===== src/rtl/se_pkg.sv =====
// Shared types and arithmetic helpers for the squeeze-excitation FC stages.
package se_pkg;

  typedef enum logic [1:0] {
    LOAD,
    MAC,
    EMIT
  } se_state_e;

  localparam int unsigned SE_FRAC_BITS = 8;

  function automatic int unsigned acc_width(int unsigned dw, int unsigned c_in);
    return 2 * dw + $clog2(c_in) + 1;
  endfunction

  // Clamp a sign-extended value to the signed range of a dw-bit word.
  function automatic longint saturate(longint v, int unsigned dw);
    longint hi;
    longint lo;
    hi = (longint'(1) <<< (dw - 1)) - 1;
    lo = -(longint'(1) <<< (dw - 1));
    if (v > hi) return hi;
    if (v < lo) return lo;
    return v;
  endfunction

endpackage


===== src/rtl/se_coef_ram.sv =====
// Coefficient store: synchronous write, combinational read, contents kept across reset.
module se_coef_ram #(
  parameter int WIDTH = 16,
  parameter int DEPTH = 4,
  parameter int AW    = (DEPTH > 1) ? $clog2(DEPTH) : 1
) (
  input  logic             clk,
  input  logic             we_i,
  input  logic [AW-1:0]    waddr_i,
  input  logic [WIDTH-1:0] wdata_i,
  input  logic [AW-1:0]    raddr_i,
  output logic [WIDTH-1:0] rdata_o
);

  logic [WIDTH-1:0] mem_q [DEPTH];

  always_ff @(posedge clk) begin
    if (we_i) mem_q[waddr_i] <= wdata_i;
  end

  assign rdata_o = mem_q[raddr_i];

endmodule


===== src/rtl/se_fc_reduce.sv =====
// SE reduce stage (FC1): serial C_IN-wide input vector, C_OUT biased dot products,
// one MAC per cycle, saturated results emitted as single-cycle pulses.
module se_fc_reduce
  import se_pkg::*;
#(
  parameter int DATA_WIDTH = 16,
  parameter int FRAC_BITS  = SE_FRAC_BITS,
  parameter int C_IN       = 16,
  parameter int C_OUT      = 4
) (
  input  logic                                clk,
  input  logic                                rst,
  input  logic signed [DATA_WIDTH-1:0]        in_data,
  input  logic                                in_valid,
  output logic                                in_ready,
  input  logic                                wt_we,
  input  logic [$clog2(C_IN*C_OUT)-1:0]       wt_addr,
  input  logic signed [DATA_WIDTH-1:0]        wt_data,
  input  logic                                bias_we,
  input  logic [$clog2(C_OUT)-1:0]            bias_addr,
  input  logic signed [DATA_WIDTH-1:0]        bias_data,
  output logic signed [DATA_WIDTH-1:0]        out_data,
  output logic                                out_valid,
  output logic                                done
);

  localparam int ACC_W = acc_width(DATA_WIDTH, C_IN);
  localparam int WA_W  = $clog2(C_IN * C_OUT);
  localparam int CI_W  = $clog2(C_IN);
  localparam int CO_W  = $clog2(C_OUT);
  localparam int PW    = 2 * DATA_WIDTH;

  se_state_e                     state_q;
  logic [CI_W-1:0]               cnt_q;
  logic [CI_W-1:0]               i_q;
  logic [CO_W-1:0]               o_q;
  logic signed [ACC_W-1:0]       acc_q;
  logic signed [ACC_W-1:0]       acc_d;
  logic signed [ACC_W-1:0]       bias_ext;
  logic signed [DATA_WIDTH-1:0]  out_data_q;
  logic                          out_valid_q;
  logic                          done_q;
  logic                          in_ready_q;
  logic signed [DATA_WIDTH-1:0]  buf_q [C_IN];

  logic [WA_W-1:0]               wt_raddr;
  logic [CO_W-1:0]               bias_raddr;
  logic signed [DATA_WIDTH-1:0]  wt_rd;
  logic signed [DATA_WIDTH-1:0]  bias_rd;
  logic signed [PW-1:0]          prod;
  logic                          coef_wr_ok;

  assign coef_wr_ok = (state_q == LOAD);
  assign wt_raddr   = WA_W'(o_q) * WA_W'(C_IN) + WA_W'(i_q);
  assign bias_raddr = (state_q == EMIT) ? o_q + CO_W'(1) : '0;

  se_coef_ram #(.WIDTH(DATA_WIDTH), .DEPTH(C_IN * C_OUT), .AW(WA_W)) u_wt_ram (
    .clk     (clk),
    .we_i    (wt_we && coef_wr_ok),
    .waddr_i (wt_addr),
    .wdata_i (wt_data),
    .raddr_i (wt_raddr),
    .rdata_o (wt_rd)
  );

  se_coef_ram #(.WIDTH(DATA_WIDTH), .DEPTH(C_OUT), .AW(CO_W)) u_bias_ram (
    .clk     (clk),
    .we_i    (bias_we && coef_wr_ok),
    .waddr_i (bias_addr),
    .wdata_i (bias_data),
    .raddr_i (bias_raddr),
    .rdata_o (bias_rd)
  );

  assign prod     = PW'(buf_q[i_q]) * PW'(wt_rd);
  assign acc_d    = acc_q + ACC_W'(prod);
  assign bias_ext = {{(ACC_W - DATA_WIDTH - FRAC_BITS){bias_rd[DATA_WIDTH-1]}},
                     bias_rd, {FRAC_BITS{1'b0}}};

  always_ff @(posedge clk) begin
    if (in_valid && in_ready_q) buf_q[cnt_q] <= in_data;
  end

  // Output registers load from the final MAC cycle's sum, so the pulse is
  // visible during the EMIT cycle itself.
  always_ff @(posedge clk or posedge rst) begin
    if (rst) begin
      state_q     <= LOAD;
      cnt_q       <= '0;
      i_q         <= '0;
      o_q         <= '0;
      acc_q       <= '0;
      out_data_q  <= '0;
      out_valid_q <= 1'b0;
      done_q      <= 1'b0;
      in_ready_q  <= 1'b1;
    end else begin
      out_valid_q <= 1'b0;
      done_q      <= 1'b0;
      case (state_q)
        LOAD: begin
          if (in_valid && in_ready_q) begin
            if (cnt_q == CI_W'(C_IN - 1)) begin
              state_q    <= MAC;
              i_q        <= '0;
              o_q        <= '0;
              acc_q      <= bias_ext;
              in_ready_q <= 1'b0;
            end else begin
              cnt_q <= cnt_q + CI_W'(1);
            end
          end
        end
        MAC: begin
          acc_q <= acc_d;
          if (i_q == CI_W'(C_IN - 1)) begin
            i_q         <= '0;
            state_q     <= EMIT;
            out_data_q  <= DATA_WIDTH'(saturate(longint'(acc_d >>> FRAC_BITS), DATA_WIDTH));
            out_valid_q <= 1'b1;
            done_q      <= (o_q == CO_W'(C_OUT - 1));
          end else begin
            i_q <= i_q + CI_W'(1);
          end
        end
        EMIT: begin
          if (o_q != CO_W'(C_OUT - 1)) begin
            o_q     <= o_q + CO_W'(1);
            acc_q   <= bias_ext;
            state_q <= MAC;
          end else begin
            cnt_q      <= '0;
            state_q    <= LOAD;
            in_ready_q <= 1'b1;
          end
        end
        default: state_q <= LOAD;
      endcase
    end
  end

  assign out_data  = out_data_q;
  assign out_valid = out_valid_q;
  assign done      = done_q;
  assign in_ready  = in_ready_q;

endmodule


===== config.mk =====
export PLATFORM = sky130hd
export DESIGN_NAME = se_fc_reduce
export DESIGN_NICKNAME = d
export VERILOG_FILES = /design/src/rtl/se_pkg.sv /design/src/rtl/se_coef_ram.sv /design/src/rtl/se_fc_reduce.sv
export SDC_FILE = /design/constraint.sdc
export NUM_CORES = 2
export LEC_CHECK = 0
export BUFFER_PORTS_ARGS = -buffer_cell sky130_fd_sc_hd__buf_2
export CORE_ASPECT_RATIO = 1.2
export CORE_MARGIN = 8
export CORE_UTILIZATION = 55
export DETAILED_ROUTE_END_ITERATION = 10
export PLACE_DENSITY = 0.71
export SLEW_MARGIN = 10
export SYNTH_ARGS = -nofsm -noshare
export SYNTH_HDL_FRONTEND = slang
export SYNTH_SLANG_ARGS = --single-unit

===== constraint.sdc =====
create_clock -name clk -period 11.5 [get_ports clk]
set_input_delay 0.575 -clock clk [delete_from_list [all_inputs] [get_ports clk]]
set_output_delay 0.575 -clock clk [all_outputs]
set_load 0.02 [all_outputs]

==> summary.md <==
| Metric | Value |
|---|---|
| CP max-delay cell | o21ai_1 |
| Crit start category | register |
| Root buf cell | clkbuf_16 |
| Post-synth top area share | 60.71% |
| Max FO, Critical Path | 53 |
| Total track usage | 23.47% |
| Final Max Tran Viols | 0 |
| Final nets | 4453 |
| Worst setup EP type | register |
| Vias in the first global route | 36501 |
| Total clock sinks | 1412 |
| IO Count | 80 |
| Worst VDD drop | 0.0002382 V |
| Port Buf Inserts | 79 |
| Max-cap violations | 0 |
| Vias | 34149 |
| Synthesis-stage register bit count | 1412 |
| Resized Gates After CTS | 0 |
| Critical path type | reg2reg |
| Placed inst area | 69230 um2 |
| Top area cells in the synthesized netlist | edfxtp_1 61%, mux4_2 13%, fa_1 9.6% |
| Hold Path Class | in2reg |
| Post-Syn Nets | 4266 |
| H-Tree Depth | 4 |
| Critical Path AT | 11.15 ns |
| Tcrit/Tclk final | 91.08% |
| Total Wirelength | 153800 um |
| Fin crit period | 10.47 ns |
| Clk buf depth | 3 |
| Largest stage delay, worst path | 1.00 ns |
| Slew HR | 11.92% |
| Clk pin slew, worst setup/hold paths | 0.06 ns |
| Least-Margin Pin Slew | 1.312 ns |
| Cell Area, Synth | 66480 um2 |
| Bufs and invs on worst path | 5 |
| Area Growth Syn to Fin | 11.10% |
| CTS Buf Count | 140 |
| Fillers | 8366 |
| Post-CTS Setup Inserts | 0 |
| Total power | 14560 uW |
| Unrepaired setup endpoints after global routing | false |
| Drt wl/cell | 27.34 um |
| Yosys warns | 0 |
| Post-synth EDFFs | 1344 |
| CP top delay family | adder cells |
| Register area share after synthesis | 63.27% |
| DR pass1 iterations | 5 |
| Core Region | 119800 um2 |
| Critical path's most frequent cell | fa_1 |
| Final ANT Viol Nets | 0 |
| Die Height | 396.8 um |
| Synth cell count leaders | 1344 x edfxtp_1, 376 x mux4_2, 352 x inv_1 |
| Pwr dens | 197.1 nW/um2 |
| Top-count cell post-synth | edfxtp_1 |
| Hold Fails Final Rpt | 0 |
| Main flop type after synthesis | edfxtp_1 |
| Mapped Cells | 3772 |
| Share of post-route cells with drive strength above 1 | 22.55% |
| Req. time, crit path | 12.17 ns |
| GR Overflow Total | 0 |
| Row Count | 139 |
| Hold buffers post-CTS | 4 |
| Final Util | 61.64% |
| Final setup vio count | 0 |
| Die Area | 132300 um2 |
| Largest net degree at the start of global routing | 67 |
| Outcome | complete, no violations |
| Mean Syn Cell Area | 17.62 um2 |
| Initial Util | 55.48% |
| Fin area | 73860 um2 |
| Post-DP HPWL | 98030 um |
| Drt initial violations | 2964 |
| Setup_tns | 0 ns |
| Fmax | 95.48 MHz |
| Cell taking the most area after synthesis | edfxtp_1 |
| Antenna violations before repair | 11 |
| Clk_skew | 0.02912 ns |
| First-pass GRT wire length | 230900 um |
| Die Wd | 333.4 um |
| Via-to-Cell Ratio | 6.070 |
| LEAKAGE | 0.02658 uW |
| Asr flop ratio synth | 4.816% |
| TritonCTS clock tree | done |
| Gpl congestion | 0.8787 |
| DRC | 0 |
| Synth unique cells | 74 |
| Skew-Pair Late Insertion Delay | 0.75 ns |
layout make-up:
| type | count | area [um2] | share of cell area, % |
|---|---|---|---|
| diodes | 8 | 20.02 | 0.02710 |
| repair buffers | 219 | 1607 | 2.175 |
| well taps | 1551 | 1941 | 2.627 |
| multi-input cells | 1833 | 22360 | 30.28 |
| clock buffers | 170 | 3711 | 5.024 |
| inverters | 353 | 1325 | 1.794 |
| clock inverters | 80 | 817.0 | 1.106 |
| flip-flops and latches | 1412 | 42080 | 56.97 |
flip-flops by register name (all words and copies together), names as in the netlist:
name              flops
out_valid             1
done                  1
state_q               2
u_wt_ram.mem_q     1024
i_q                   4
cnt_q                 4
u_bias_ram.mem_q     64
buf_q               256
o_q                   2
acc_q                37
in_ready              1
out_data             16
where the power goes:
| group | switching, uW | internal, uW |
|---|---|---|
| clock | 1930 | 2580 |
| sequential | 92.0 | 5770 |
| combinational | 2560 | 1630 |
| total | 4580 | 9980 |
placed cells by master, fill, tap and decap left out, types with 13 or more instances in the layout:
| cell | instances |
|---|---|
| edfxtp_1 | 1344 |
| mux4_2 | 376 |
| inv_1 | 351 |
| fa_1 | 318 |
| nor2_1 | 234 |
| nand2_1 | 196 |
| clkbuf_16 | 144 |
| buf_4 | 124 |
| ha_1 | 115 |
| buf_2 | 79 |
| a21oi_1 | 68 |
| dfrtp_1 | 61 |
| o21ai_0 | 55 |
| mux2_2 | 33 |
| mux2i_1 | 31 |
| nor2_2 | 31 |
| clkinv_1 | 29 |
| and2_1 | 26 |
| clkbuf_1 | 25 |
| nand2b_1 | 24 |
| nor2b_1 | 23 |
| o21ai_1 | 23 |
| xnor2_1 | 23 |
| nand3_1 | 21 |
| a211oi_1 | 20 |
| clkinv_2 | 17 |
| a311oi_1 | 15 |
| a21o_1 | 13 |
| or2_2 | 13 |
| nor3_1 | 13 |
| xor2_1 | 13 |
logic make-up (layout without fill, tap and decap cells):
family,Yosys count,in the layout,synth area share (%)
other cells,0,8,0
mux,449,449,14.12
buf+inv,527,822,3.279
xor+xnor,38,38,0.5402
flops,1412,1412,63.27
compound gates,285,285,2.836
fa+ha+maj,433,433,11.74
simple gates,628,628,4.214
worst paths after layout:
| check | startpoint | to | slack [ns] | cells past startpoint |
|---|---|---|---|---|
| worst max-delay path | i_q[1]$_DFFE_PP0P_ | out_data[13]$_DFFE_PP0P_ | 1.03 | 27 |
| worst min-delay path | bias_data[3] | u_bias_ram.mem_q[0][3]$_DFFE_PP_ | 0.05 | 1 |
| worst max register to register | i_q[1]$_DFFE_PP0P_ | out_data[13]$_DFFE_PP0P_ | 1.03 | 27 |
| worst min register to register | acc_q[26]$_DFFE_PP0P_ | acc_q[26]$_DFFE_PP0P_ | 0.49 | 2 |
| max in group asynchronous | rst | i_q[0]$_DFFE_PP0P_ | 10.05 | 4 |
| min in group asynchronous | rst | acc_q[18]$_DFFE_PP0P_ | 0.22 | 3 |
worst reg2reg max path: cells and delay by family, from the launching register on:
kind            cells  cell delay (ns)
buf+inv             5             1.35
compound gates      5             2.12
xor+xnor            1             0.25
simple gates        7             1.92
mux                 2             0.75
fa+ha+maj           7             3.29
flops               1             0.75
through the flow:
step / std cells / hold WS [ns] / worst slack [ns]
global placement: 5362 / 0.4462 / 1.377
CTS: 5616 / 0.0001958 / 1.122
global route: 5620 / 0.01638 / 0.5176
detailed placement: 5362 / 0.4438 / 1.178
finish: 5626 / 0.04546 / 1.026
floorplan: 3772 / 0.4453 / 2.586
layer usage:
metal  track usage [%]  wire length [um]  up-vias
met5                 0                51        -
met4             8.743              5721        8
met3             3.809              9070      325
met2             41.68             81480     1239
met1             29.07             57480    18011
li1                  -                 -    14566
Note: power is estimated with default switching activity, not from simulation.
